[config.mk]
export PLATFORM = sky130hd
export DESIGN_NAME = credit_sender_flat
export DESIGN_NICKNAME = d
export VERILOG_FILES = /design/src/rtl/credit_sender_if.sv /design/src/rtl/credit_sender.sv /design/src/flat_wrapper.sv
export SDC_FILE = /design/constraint.sdc
export NUM_CORES = 1
export LEC_CHECK = 0
export BUFFER_PORTS_ARGS = -buffer_cell sky130_fd_sc_hd__buf_4
export CAP_MARGIN = 20
export CORE_MARGIN = 2
export CORE_UTILIZATION = 38
export DETAILED_ROUTE_END_ITERATION = 6
export HOLD_SLACK_MARGIN = 0.1
export PLACE_DENSITY = 0.79
export REMOVE_ABC_BUFFERS = 1
export SYNTH_ARGS = -nofsm -noshare
export SYNTH_HDL_FRONTEND = slang
export SYNTH_SLANG_ARGS = --single-unit
[constraint.sdc]
create_clock -name clk -period 3.8 [get_ports clk]
set_input_delay 0.19 -clock clk [delete_from_list [all_inputs] [get_ports clk]]
set_output_delay 0.19 -clock clk [all_outputs]
set_load 0.01 [all_outputs]
[src/rtl/credit_sender_if.sv]
`default_nettype none
// ============================================================================
// Module      : credit_sender_if
// Description : Bus bundle for credit_sender. Carries the upstream
//               Avalon-ST ready/valid stream (avsi_*), the downstream
//               Avalon-ST Credit beat (avso_*), the credit grant/return
//               pair and the flush / status signals.
//               master : view taken by credit_sender itself
//               slave  : view taken by the surrounding environment
//                        (upstream source, credit receiver, control)
// Revision    : 1.0 - initial release
// ============================================================================
interface credit_sender_if #(
    parameter int data_width    = 128,
    parameter int empty_width   = 4,
    parameter int channel_width = 10,
    parameter int credit_width  = 5
) ();
    // Upstream ready/valid stream
    logic [channel_width-1:0] avsi_channel;
    logic [data_width-1:0]    avsi_data;
    logic                     avsi_sop;
    logic                     avsi_eop;
    logic [empty_width-1:0]   avsi_empty;
    logic                     avsi_valid;
    logic                     avsi_ready;

    // Downstream credit-link beat (no backpressure)
    logic [channel_width-1:0] avso_channel;
    logic [data_width-1:0]    avso_data;
    logic                     avso_sop;
    logic                     avso_eop;
    logic [empty_width-1:0]   avso_empty;
    logic                     avso_valid;

    // Credit exchange with the receiver
    logic                     update_credit;
    logic [credit_width-1:0]  credit;
    logic                     return_credit;

    // Control and status
    logic                     flush;
    logic [credit_width:0]    credit_count;
    logic                     credit_overflow;

    modport master (
        input  avsi_channel, avsi_data, avsi_sop, avsi_eop, avsi_empty, avsi_valid,
        output avsi_ready,
        output avso_channel, avso_data, avso_sop, avso_eop, avso_empty, avso_valid,
        input  update_credit, credit,
        output return_credit,
        input  flush,
        output credit_count, credit_overflow
    );

    modport slave (
        output avsi_channel, avsi_data, avsi_sop, avsi_eop, avsi_empty, avsi_valid,
        input  avsi_ready,
        input  avso_channel, avso_data, avso_sop, avso_eop, avso_empty, avso_valid,
        output update_credit, credit,
        input  return_credit,
        output flush,
        input  credit_count, credit_overflow
    );
endinterface
`default_nettype wire

[src/rtl/credit_sender.sv]
`default_nettype none
// ============================================================================
// Module      : credit_sender
// Description : Forwards an Avalon-ST ready/valid packet stream over an
//               Avalon-ST Credit link, spending one credit per beat. Credits
//               are granted by the receiver through update_credit/credit.
//               While flush is high, new beats are blocked and every held
//               credit is handed back, one per cycle, on return_credit.
// Ports       : clk            - sole clock
//               reset_n        - asynchronous active-low reset
//               bus (master)   - avsi_* upstream stream, avso_* registered
//                                credit-link beat, update_credit/credit
//                                grant, return_credit pulse, flush level,
//                                credit_count and sticky credit_overflow
// Revision    : 1.0 - initial release
// ============================================================================
module credit_sender #(
    parameter int data_width    = 128,
    parameter int empty_width   = 4,
    parameter int channel_width = 10,
    parameter int credit_width  = 5
) (
    input  wire                   clk,
    input  wire                   reset_n,
    credit_sender_if.master       bus
);

    // Receiver buffer depth; the counter may legitimately hold exactly this.
    localparam logic [credit_width+1:0] c_cmax = (credit_width+2)'(1) << credit_width;

    logic [credit_width:0]      r_cnt;
    logic                       r_overflow;
    logic                       r_return;
    logic                       r_avso_valid;
    logic [channel_width-1:0]   r_avso_channel;
    logic [data_width-1:0]      r_avso_data;
    logic                       r_avso_sop;
    logic                       r_avso_eop;
    logic [empty_width-1:0]     r_avso_empty;

    logic                       w_cnt_nz;
    logic                       w_ready;
    logic                       w_xfer;
    logic                       w_ret;
    logic [credit_width+1:0]    w_grant;
    logic [credit_width+1:0]    w_dec;
    logic [credit_width+1:0]    w_sum;
    logic                       w_over;

    // Ready depends only on registered state and flush, never on avsi_valid.
    assign w_cnt_nz = (r_cnt != '0);
    assign w_ready  = w_cnt_nz & ~bus.flush;
    assign w_xfer   = bus.avsi_valid & w_ready;
    assign w_ret    = bus.flush & w_cnt_nz;

    // One extra bit of headroom so cnt + grant is never truncated before the
    // saturation check. xfer and ret are mutually exclusive (ready is low
    // during flush), so at most one credit leaves per cycle, and only when
    // cnt is non-zero; the subtraction therefore cannot wrap.
    assign w_grant = bus.update_credit ? {2'b00, bus.credit} : '0;
    assign w_dec   = {{(credit_width+1){1'b0}}, w_xfer | w_ret};
    assign w_sum   = {1'b0, r_cnt} + w_grant - w_dec;
    assign w_over  = (w_sum > c_cmax);

    always_ff @(posedge clk or negedge reset_n) begin
        if (!reset_n) begin
            r_cnt      <= '0;
            r_overflow <= 1'b0;
            r_return   <= 1'b0;
        end else begin
            r_cnt      <= w_over ? c_cmax[credit_width:0] : w_sum[credit_width:0];
            r_overflow <= r_overflow | w_over;
            r_return   <= w_ret;
        end
    end

    // Output beat register: valid is reloaded every cycle, payload only moves
    // on a transfer so the bus stays quiet between beats.
    always_ff @(posedge clk or negedge reset_n) begin
        if (!reset_n) begin
            r_avso_valid   <= 1'b0;
            r_avso_channel <= '0;
            r_avso_data    <= '0;
            r_avso_sop     <= 1'b0;
            r_avso_eop     <= 1'b0;
            r_avso_empty   <= '0;
        end else begin
            r_avso_valid <= w_xfer;
            if (w_xfer) begin
                r_avso_channel <= bus.avsi_channel;
                r_avso_data    <= bus.avsi_data;
                r_avso_sop     <= bus.avsi_sop;
                r_avso_eop     <= bus.avsi_eop;
                // empty is only meaningful on the last beat of a packet.
                r_avso_empty   <= bus.avsi_eop ? bus.avsi_empty : '0;
            end
        end
    end

    assign bus.avsi_ready      = w_ready;
    assign bus.avso_valid      = r_avso_valid;
    assign bus.avso_channel    = r_avso_channel;
    assign bus.avso_data       = r_avso_data;
    assign bus.avso_sop        = r_avso_sop;
    assign bus.avso_eop        = r_avso_eop;
    assign bus.avso_empty      = r_avso_empty;
    assign bus.return_credit   = r_return;
    assign bus.credit_count    = r_cnt;
    assign bus.credit_overflow = r_overflow;

endmodule
`default_nettype wire

[src/flat_wrapper.sv]
// flat-port wrapper written by rule: the top's interface ports become plain ports
module credit_sender_flat 
#(
    parameter int data_width    = 128,
    parameter int empty_width   = 4,
    parameter int channel_width = 10,
    parameter int credit_width  = 5
)
  (clk, reset_n, bus_avsi_channel, bus_avsi_data, bus_avsi_sop, bus_avsi_eop, bus_avsi_empty, bus_avsi_valid, bus_avsi_ready, bus_avso_channel, bus_avso_data, bus_avso_sop, bus_avso_eop, bus_avso_empty, bus_avso_valid, bus_update_credit, bus_credit, bus_return_credit, bus_flush, bus_credit_count, bus_credit_overflow);
  credit_sender_if #(.data_width(data_width), .empty_width(empty_width), .channel_width(channel_width), .credit_width(credit_width)) bus_i ();
  input  wire clk;
  input  wire reset_n;
  input wire logic [$bits(bus_i.avsi_channel)-1:0] bus_avsi_channel;
  input wire logic [$bits(bus_i.avsi_data)-1:0] bus_avsi_data;
  input wire logic [$bits(bus_i.avsi_sop)-1:0] bus_avsi_sop;
  input wire logic [$bits(bus_i.avsi_eop)-1:0] bus_avsi_eop;
  input wire logic [$bits(bus_i.avsi_empty)-1:0] bus_avsi_empty;
  input wire logic [$bits(bus_i.avsi_valid)-1:0] bus_avsi_valid;
  output wire logic [$bits(bus_i.avsi_ready)-1:0] bus_avsi_ready;
  output wire logic [$bits(bus_i.avso_channel)-1:0] bus_avso_channel;
  output wire logic [$bits(bus_i.avso_data)-1:0] bus_avso_data;
  output wire logic [$bits(bus_i.avso_sop)-1:0] bus_avso_sop;
  output wire logic [$bits(bus_i.avso_eop)-1:0] bus_avso_eop;
  output wire logic [$bits(bus_i.avso_empty)-1:0] bus_avso_empty;
  output wire logic [$bits(bus_i.avso_valid)-1:0] bus_avso_valid;
  input wire logic [$bits(bus_i.update_credit)-1:0] bus_update_credit;
  input wire logic [$bits(bus_i.credit)-1:0] bus_credit;
  output wire logic [$bits(bus_i.return_credit)-1:0] bus_return_credit;
  input wire logic [$bits(bus_i.flush)-1:0] bus_flush;
  output wire logic [$bits(bus_i.credit_count)-1:0] bus_credit_count;
  output wire logic [$bits(bus_i.credit_overflow)-1:0] bus_credit_overflow;
  assign bus_i.avsi_channel = bus_avsi_channel;
  assign bus_i.avsi_data = bus_avsi_data;
  assign bus_i.avsi_sop = bus_avsi_sop;
  assign bus_i.avsi_eop = bus_avsi_eop;
  assign bus_i.avsi_empty = bus_avsi_empty;
  assign bus_i.avsi_valid = bus_avsi_valid;
  assign bus_avsi_ready = bus_i.avsi_ready;
  assign bus_avso_channel = bus_i.avso_channel;
  assign bus_avso_data = bus_i.avso_data;
  assign bus_avso_sop = bus_i.avso_sop;
  assign bus_avso_eop = bus_i.avso_eop;
  assign bus_avso_empty = bus_i.avso_empty;
  assign bus_avso_valid = bus_i.avso_valid;
  assign bus_i.update_credit = bus_update_credit;
  assign bus_i.credit = bus_credit;
  assign bus_return_credit = bus_i.return_credit;
  assign bus_i.flush = bus_flush;
  assign bus_credit_count = bus_i.credit_count;
  assign bus_credit_overflow = bus_i.credit_overflow;
  credit_sender #(.data_width(data_width), .empty_width(empty_width), .channel_width(channel_width), .credit_width(credit_width)) u_core (.clk(clk), .reset_n(reset_n), .bus(bus_i));
endmodule
Word-level counts from Yosys, hierarchy flattened

Index checks and enable logic that the tools add are counted.

Magnitude comparators: 1
Add/sub/neg operators: 2
Mux-type cells: 3
Reduce and logical (&&, ||, !) cells: 1
Bitwise gates (word level): 6

Operators with widths:

| kind                                                                  | number |
|---|---|
| 6-bit by 7-bit adder with 7-bit output                                | 1 |
| 7-bit by 6-bit > comparator with 1-bit output (second input constant) | 1 |
| 7-bit by 1-bit subtractor with 7-bit output                           | 1 |
| 6-bit 2-to-1 mux                                                      | 1 |
| 6-bit nonzero test                                                    | 1 |
| 5-bit 2-to-1 mux                                                      | 1 |
| 4-bit 2-to-1 mux                                                      | 1 |
| 1-bit bitwise AND                                                     | 3 |
| 1-bit bitwise OR                                                      | 2 |
| 1-bit inverter                                                        | 1 |

Flip-flop bits (word level): 153
Input port bits: 154
Output and inout port bits: 154
Logic and storage cells: 22

Depth between registers and ports, before layout

Gate-level depths: netlist of the first run.

Depth after elaboration: 7
Gate-level depth with buffers: 16
Mapped depth without buffers: 15

Worst setup path after synthesis of the first run

No wires, ideal clock.

Path kind: reg2reg
Start point: register u_core.r_cnt[2] (netlist: u_core.bus.credit_count[2])
End point: register u_core.r_cnt[3] (netlist: u_core.bus.credit_count[3])
Cell stages (with the launch flop): 17
Library setup time: 0.122 ns
Path buffers: 1
Arrival: 3.171 ns
Slack: 0.507 ns
Period minus slack after synthesis: 3.293 ns
Required time: 3.678 ns
Cells stage by stage: dfrtp_1 nor4_2 a21oi_2 nand2_4 inv_2 buf_4 or2_1 ha_1 inv_1 ha_1 inv_1 fa_1 nor2b_1 o21ai_0 a311oi_2 or2_4 nor2_1

Longest elaborated chain between the ends: 7
Elaborated cells on any way between the ends: 9
Those cells by class: add/sub: 2; order compare: 1; mux: 1; bitwise: 4; reduce/logical: 1

Ends and longest elaborated chain:

| what                                            | RTL line            | source |
|---|---|---|
| from (decl)                                     | credit_sender.sv:31 | `logic [credit_width:0] r_cnt;` |
| from (signal assigned)                          | credit_sender.sv:71 | `r_cnt <= w_over ? c_cmax[credit_width:0] : w_sum[credit_width:0];` |
| 6-bit nonzero test (*)                          | credit_sender.sv:51 | `assign w_cnt_nz = (r_cnt != '0);` |
| 1-bit bitwise AND (*)                           | credit_sender.sv:52 | `assign w_ready = w_cnt_nz & ~bus.flush;` |
| via bus_avsi_ready                              | flat_wrapper.sv:19  | `output wire logic [$bits(bus_i.avsi_ready)-1:0] bus_avsi_ready;` |
| 1-bit bitwise AND (*)                           | credit_sender.sv:53 | `assign w_xfer = bus.avsi_valid & w_ready;` |
| 1-bit bitwise OR (*)                            | credit_sender.sv:61 | `assign w_dec = {{(credit_width+1){1'b0}}, w_xfer \| w_ret};` |
| 7-bit by 1-bit subtractor with 7-bit output (*) | credit_sender.sv:62 | `assign w_sum = {1'b0, r_cnt} + w_grant - w_dec;` |
| 7-bit by 6-bit > comparator with 1-bit output   | credit_sender.sv:63 | `assign w_over = (w_sum > c_cmax);` |
| 6-bit 2-to-1 mux (*)                            | credit_sender.sv:71 |  |

Mark *: on every way through the listed nets, which the timed path passes. The rest lies on a longest branch.
A chain may end at the register's enable or synchronous reset.

Worst setup path in the final report of the first run

Start point: register u_core.r_cnt[2] (netlist: u_core.bus.credit_count[2])
End point: register u_core.r_cnt[2] (netlist: u_core.bus.credit_count[2])

Longest elaborated chain between the ends: 7
Elaborated cells on any way between the ends: 9
Those cells by class: add/sub: 2; order compare: 1; mux: 1; bitwise: 4; reduce/logical: 1

Ends and longest elaborated chain:

| what                                                                                           | RTL line |
|---|---|
| parallel branches: the longest is 4 deep, another holds 6-bit by 7-bit adder with 7-bit output | n/a |
| 7-bit by 1-bit subtractor with 7-bit output (*)                                                | credit_sender.sv:62 |
| 7-bit by 6-bit > comparator with 1-bit output                                                  | credit_sender.sv:63 |
| 6-bit 2-to-1 mux (*)                                                                           | credit_sender.sv:71 |

Every way passes the cells marked *.

==> results of run 1 <==
[per-layer routing]
| metal | track usage | routed length (µm) |
|---|---|---|
| met3 | 0.0795 | 1660 |
| met4 | 0.121 | 923 |
| met5 | 0 | 0 |
| met2 | 0.428 | 10500 |
| met1 | 0.285 | 8110 |
[layout by cell type (no fill, tap or decap), types with 2 or more instances in the layout]
cell type	synthesis	final
nand2_1	432	432
buf_4	8	310
dfrtp_1	153	153
dlygate4sd3_1	0	150
inv_1	17	17
clkbuf_16	0	17
ha_1	11	11
nor2_1	9	9
nand3_1	4	4
inv_6	0	4
nor2b_1	3	3
bufinv_16	0	3
or2_1	2	2
xor2_1	2	2
nor3b_1	2	2
clkbuf_1	7	2
clkinv_4	0	2
clkinvlp_4	0	2
[through the flow]
| step | cells | utilization | hold slack, ns |
|---|---|---|---|
| after floorplan | 661 | - | -0.106 |
| after global placement | 1189 | 0.543 | 0.333 |
| after detailed placement | 1189 | 0.543 | 0.333 |
| after CTS | 1371 | 0.676 | 0.339 |
| after global routing | 1372 | 0.678 | 0.365 |
| final | 1372 | 0.678 | 0.367 |
[area by class of cell]
type	count	area, µm²	area share
Clock buffer	20	447	0.0415
Clock inverter	12	163	0.0151
Inverter	19	73.8	0.00686
Multi-Input combinational cell	489	2090	0.194
Sequential cell	153	3830	0.356
Tap cell	216	270	0.0251
Timing Repair Buffer	463	3890	0.361
[sequential cells by signal, indices dropped and copies added (netlist names)]
register,flops
u_core.bus.credit_count,6
u_core.bus.avso_eop,1
u_core.bus.return_credit,1
u_core.bus.credit_overflow,1
u_core.bus.avso_channel,10
u_core.bus.avso_valid,1
u_core.bus.avso_sop,1
u_core.bus.avso_data,128
u_core.bus.avso_empty,4
[cells by family (layout without fill, tap and decap cells)]
kind of cell	after synthesis	after routing	share of synthesized area
adder cells (fa/ha/maj)	12	12	0.0256
flip-flops	153	153	0.622
AO/OA/AOI/OAI	14	14	0.0193
XOR/XNOR	3	3	0.00427
AND/OR/NAND/NOR	460	460	0.291
buffers and inverters	50	514	0.0384
[worst register-to-register path, stage by stage, from the launching register on]
cell and delay, ns:
dfrtp_1 0.41, nor4_2 0.38, a21oi_2 0.13, nand2_4 0.10
inv_4 0.03, or2_1 0.23, ha_1 0.27, inv_1 0.06
ha_1 0.17, inv_1 0.06, fa_1 0.41, nor2b_1 0.20
o21ai_0 0.15, a311oi_2 0.38, or2_4 0.21, nor2_1 0.05
[how the worst max path moves through the flow]
stage | startpoint | end | slack [ns] | cells past startpoint
2_1_floorplan | u_core.bus.credit_count[2] | u_core.bus.credit_count[3] | -1.09 | 15
3_3_place_gp | u_core.bus.credit_count[2] | u_core.bus.credit_count[3] | 0.56 | 15
3_5_place_dp | u_core.bus.credit_count[2] | u_core.bus.credit_count[3] | 0.46 | 15
4_1_cts | u_core.bus.credit_count[2] | u_core.bus.credit_count[2] | 0.44 | 15
5_1_grt | u_core.bus.credit_count[2] | u_core.bus.credit_count[2] | 0.23 | 15
6_report | u_core.bus.credit_count[2] | u_core.bus.credit_count[2] | 0.44 | 15
[timing repair]
action	4_1_cts	5_1_grt
resized for setup	0	0
hold buffers	150	0
endpoints found under the hold margin	236	0
[power by group through the flow]
stage	clock, mW	combinational [mW]	sequential (mW)
6_report	1.77	2.63	2.52
5_1_grt	1.87	2.87	2.58
4_1_cts	1.80	2.57	2.50
3_5_place_dp	0	2.44	2.50
3_3_place_gp	0	2.38	2.49
2_1_floorplan	0	0.855	2.75
==> metrics.md, run 1 <==
| Metric | Value |
|---|---|
| Status | completed |
| Tmin final | 3.36 ns |
| Ant. Diodes | 0 |
| Startpoint types | flop |
| MaxCap Viol Count | 0 |
| Placer Congestion | 0.809 |
| Drt first pass iters | 4 |
| Max Buffers Root-to-Sink | 2 |
| Worst R2R Setup Slack | 0.44 ns |
| Critical path data required time | 4.10 ns |
| CP max-delay cell | dfrtp_1 |
| Clock Latency Late Sink | 0.42 ns |
| Cells after Synth | 692 |
| Slew Viols, Final | 0 |
| Maximum clock frequency | 298 MHz |
| IO Count | 308 |
| Gate power share | 0.381 |
| Slew @ Worst Pin | 0.881 ns |
| Maximum vdd drop | 0.324 mV |
| Critical path class | reg2reg |
| CTS Buf Count | 17 |
| R2r startpoint | u_core.bus.credit_count[2] |
| R2R Path End | u_core.bus.credit_count[2] |
| # nets final | 1,309 |
| Cell Area, Synth | 0.00616 mm² |
| Post-synth EDFFs | 0 |
| Top cell type's share of synthesized area | 0.622 |
| Syn-to-layout area delta | 74.8% |
| Final Cycle Share | 0.883 |
| Reg2Reg Depth | 15 |
| Setup TNS | 0 ns |
| Antenna Nets Post-Route | 0 |
| Worst hold path type | in2reg |
| Sw Ratio | 0.347 |
| Design Area, Final | 0.0108 mm² |
| Worst hold start | bus_avsi_valid |
| CP Cell Sequence | nor4_2 -> a21oi_2 -> nand2_4 -> inv_4 -> or2_1 -> ha_1 -> inv_1 -> ha_1 -> inv_1 -> fa_1 -> nor2b_1 -> o21ai_0 -> a311oi_2 -> or2_4 -> nor2_1 |
| Ys async rst share | 1.00 |
| Initial Util | 0.388 |
| Yosys warns | 0 |
| Final Power | 6.92 mW |
| Synth area leader | dfrtp_1 |
| Crit Path Max Fanout | 4 |
| WL/cell | 15.5 µm |
| # rows | 46 |
| Static Leak | 5.85 nW |
| Reg clk slew, reported paths | 0.06 ns |
| Port bufs | 307 |
| H-tree level count | 4 |
| Max stage delay on crit path | 0.41 ns |
| Final worst slack | 0.443 ns |
| Synth Area per Inst | 8.90 µm² |
| Pin count of the biggest net entering global routing | 110 |
| PwrDens | 643 mW/mm² |
| Layout cell share with drive strength beyond 1 | 0.304 |
| Fin. Hold Viols | 0 |
| Placed cell area | 0.00862 mm² |
| Yosys reg bits | 153 |
| DRT Wirelength | 21.2 mm |
| Share of power burned in registers | 0.364 |
| Main synth FF type | dfrtp_1 |
| Initial antenna violation count | 0 |
| Via count | 6,338 |
| Die area | 0.0172 mm² |
| Starting DRT DRC Count | 267 |
| Worst rel slew slack | 0.413 |
| Skew final | 0.0113 ns |
| Worst hold stages | 5 |
| Final setup viols | 0 |
| Die Ht | 131 µm |
| Buffer and inverter count on the worst path | 3 |
| Total congestion overflow | 0 |
| Clock sinks | 153 |
| RSZ-0062 raised after global routing | no |
| Setup bufs post-CTS | 0 |
| Commonest cells post-synth | nand2_1 (432), dfrtp_1 (153), inv_1 (17) |
| HPWL after DPL | 12.1 mm |
| Most common cell in the netlist | nand2_1 |
| CTS tree | built |
| Post-route DRC | 0 |
| Worst setup EP type | flop |
| Via density | 4.62 |
| Total track usage | 0.251 |
| Top cells by area, synth | dfrtp_1 (62%), nand2_1 (26%), ha_1 (2.2%) |
| Number of distinct library cells after synthesis | 39 |
| Crit path max-delay family | simple AND/OR/NAND/NOR gates |
| Clk pwr share | 0.255 |
| Register area share after synthesis | 0.622 |
| Vias in the first global route | 6,904 |
| Pre-CTS setup slack | 0.460 ns |
| Arrival time at the worst endpoint | 3.65 ns |
| Fill cells | 1,110 |
| Net Sw Power | 2.40 mW |
| Internal Power | 4.52 mW |
| Core Area | 0.0159 mm² |
| Root Buffer | clkbuf_16 |
| Die W | 131 µm |
| Worst hold endpoint | u_core.bus.avso_data[38] |
| First-pass GRT wire length | 34.7 mm |
Power figures use the tool's default switching activity.
==> run 2: changes to the inputs <==
--- a/config.mk
+++ b/config.mk
@@ -5,6 +5,7 @@
 export SDC_FILE = /design/constraint.sdc
 export NUM_CORES = 1
 export LEC_CHECK = 0
+export ABC_AREA = 1
 export BUFFER_PORTS_ARGS = -buffer_cell sky130_fd_sc_hd__buf_4
 export CAP_MARGIN = 20
 export CORE_MARGIN = 2
==> run 2 against run 1 <==
  * Sequential share of layout area grew 0.099 points
  * Cell area is 0.28% lower
  * Combinational power barely moved
  * Utilization decreased by 0.19 points
  * First-iteration DRC count is 48% higher
  * Largest power group unchanged
  * Highest routed layer unchanged
==> metrics.md, run 2 <==
| Metric | Value |
|---|---|
| FF+latch area | 0.00383 mm² |
| Commonest cells post-synth | nand2_1 (456), dfrtp_1 (153), inv_1 (30) |
| Total track usage | 0.249 |
| Fill cells | 1,133 |
| Critical path data required time | 4.14 ns |
| Pin count of the biggest net entering global routing | 93 |
| Vias in the first global route | 6,751 |
| Arrival time at the worst endpoint | 3.13 ns |
| Multiplexer share of the synthesized area | 0 |
| Placer Congestion | 0.801 |
| Worst rel slew slack | 0.367 |
| Max reg flops | 128 |
| Post-route DRC | 0 |
| Post-synthesis adder-cell area fraction | 0.0255 |
| Port bufs | 307 |
| Die Ht | 132 µm |
| Cells after Synth | 720 |
| Most common cell after layout, fill and taps aside | nand2_1 |
| # rows | 46 |
| Total congestion overflow | 0 |
| Worst setup EP type | flop |
| Startpoint types | flop |
| Clock Latency Late Sink | 0.42 ns |
| Fin. Hold Viols | 0 |
| Reg2Reg Depth | 22 |
| Via density | 4.60 |
| Core Area | 0.0159 mm² |
| Layout cell share with drive strength beyond 1 | 0.294 |
| Top cells by area, synth | dfrtp_1 (62%), nand2_1 (28%), ha_1 (2.2%) |
| Skew final | 0.00922 ns |
| Register area share after synthesis | 0.619 |
| IO Count | 308 |
| Tmin final | 2.79 ns |
| Max Buffers Root-to-Sink | 2 |
| R2r startpoint | u_core.bus.credit_count[0] |
| Maximum vdd drop | 0.371 mV |
| Syn-to-layout area delta | 73.5% |
| Ys async rst share | 1.00 |
| PwrDens | 652 mW/mm² |
| Multi-input gate area | 0.00205 mm² |
| Synth Area in Compound Gates | 0.00647 |
| Post-Synth Simple-Gate Area | 0.297 |
| Die W | 132 µm |
| Crit Path Max Fanout | 5 |
| Initial Util | 0.389 |
| CP Launch Point | u_core.bus.credit_count[0] |
| Slew @ Worst Pin | 0.950 ns |
| Status | completed |
| Setup bufs post-CTS | 0 |
| MaxCap Viol Count | 0 |
| Most frequent cells in the layout | nand2_1 (456), buf_4 (310), dfrtp_1 (153) |
| Root Buffer | clkbuf_16 |
| Cell Area, Synth | 0.00618 mm² |
| Main combinational cell family by area after synthesis | simple AND/OR/NAND/NOR gates |
| Clock sinks | 153 |
| Antenna Nets Post-Route | 0 |
| Critical path class | reg2reg |
| Starting DRT DRC Count | 395 |
| Yosys warns | 0 |
| Setup TNS | 0 ns |
| Synth area leader | dfrtp_1 |
| Drt first pass iters | 4 |
| Post-Synth XOR/XNOR Area | 0.00142 |
| CP endpoint | u_core.bus.credit_count[0] |
| Static Leak | 5.94 nW |
| Top cell type's share of synthesized area | 0.619 |
| Yosys reg bits | 153 |
| CTS tree | built |
| Die area | 0.0173 mm² |
| Maximum clock frequency | 358 MHz |
| Worst hold stages | 6 |
| Worst R2R Setup Slack | 1.01 ns |
| RSZ-0062 raised after global routing | no |
| Most common cell in the netlist | nand2_1 |
| Slew Viols, Final | 0 |
| R2R Path End | u_core.bus.credit_count[0] |
| Initial antenna violation count | 1 |
| Via count | 6,430 |
| Post-synth EDFFs | 0 |
| # nets final | 1,332 |
| Main synth FF type | dfrtp_1 |
| CTS Buf Count | 17 |
| Final setup viols | 0 |
| Synth Area per Inst | 8.59 µm² |
| Worst hold path type | in2reg |
| WL/cell | 15.5 µm |
| First-pass GRT wire length | 34.5 mm |
| Number of distinct library cells after synthesis | 19 |
| DRT Wirelength | 21.6 mm |
| Utilization after layout | 0.676 |
| HPWL after DPL | 12.1 mm |
| Final Cycle Share | 0.734 |
| Reg clk slew, reported paths | 0.06 ns |
| H-tree level count | 4 |
## run 2: worst min path at each step
stage	end	slack, ns	startpoint
2_1_floorplan	u_core.bus.avso_channel[0]	-0.11	reset_n
3_3_place_gp	u_core.bus.avso_channel[8]	0.23	reset_n
3_5_place_dp	u_core.bus.avso_channel[8]	0.24	reset_n
4_1_cts	u_core.bus.credit_count[0]	0.26	bus_credit[0]
5_1_grt	u_core.bus.credit_count[0]	0.32	bus_credit[0]
6_report	u_core.bus.credit_count[0]	0.30	bus_credit[0]
## run 2: metrics by stage
stage | hold WS, ns | instance area (µm²) | cells | worst slack [ns] | power [mW]
2_1_floorplan | -0.106 | 5990 | 689 | -1.33 | 3.63
3_3_place_gp | 0.227 | 8630 | 1217 | 1.13 | 4.89
3_5_place_dp | 0.237 | 8630 | 1217 | 1.06 | 4.96
4_1_cts | 0.261 | 10700 | 1395 | 1.02 | 6.94
5_1_grt | 0.316 | 10700 | 1396 | 0.723 | 7.38
6_report | 0.296 | 10700 | 1397 | 1.01 | 7.00
## run 2: worst max-delay path: stages, from the launching register on
cell	delay [ns]
dfrtp_1	0.40
nor2_1	0.11
nand4_1	0.11
nand2_1	0.09
inv_2	0.05
nand2_4	0.06
inv_4	0.03
nor2_1	0.08
inv_1	0.05
ha_1	0.26
inv_1	0.06
ha_1	0.18
inv_1	0.06
fa_1	0.39
inv_1	0.09
nand3_1	0.09
nand2_1	0.09
nand2_1	0.05
nand2_1	0.08
nand3_1	0.07
nand2_1	0.08
nand2_1	0.12
nor2_1	0.13
## run 2: cell families (layout without fill, tap and decap cells)
family	Yosys count	in the layout
xor+xnor	1	1
buf+inv	64	523
simple gates	482	482
other cells	0	2
fa+ha+maj	12	12
flops	153	153
compound gates	8	8
## run 2: timing repair
item | 4_1_cts | 5_1_grt
resized for setup | 0 | 0
hold buffers | 146 | 0
endpoints found under the hold margin | 213 | 0
## run 2: report_power, final
| group | total, mW | internal (mW) | switching [mW] |
|---|---|---|---|
| combinational | 2.66 | 1.26 | 1.40 |
| clock | 1.83 | 1.13 | 0.708 |
| sequential | 2.51 | 2.18 | 0.336 |
| total | 7.00 | 4.56 | 2.44 |
## run 2: routing by layer
| metal | share of wire | up-vias | wire length [µm] | global-route usage |
|---|---|---|---|---|
| met3 | 0.066 | 63 | 1420 | 0.0706 |
| met4 | 0.037 | 0 | 801 | 0.114 |
| met1 | 0.38 | 3043 | 8150 | 0.281 |
| met5 | 0 | - | 0 | 0 |
| li1 | - | 3055 | - | - |
| met2 | 0.52 | 269 | 11200 | 0.438 |
## run 2: layout make-up
class,instances,area share
clock buffers,19,0.0413
multi-input cells,503,0.191
diodes,2,0.000466
well taps,216,0.0252
inverters,33,0.0118
repair buffers,458,0.356
flip-flops and latches,153,0.357
clock inverters,13,0.0180
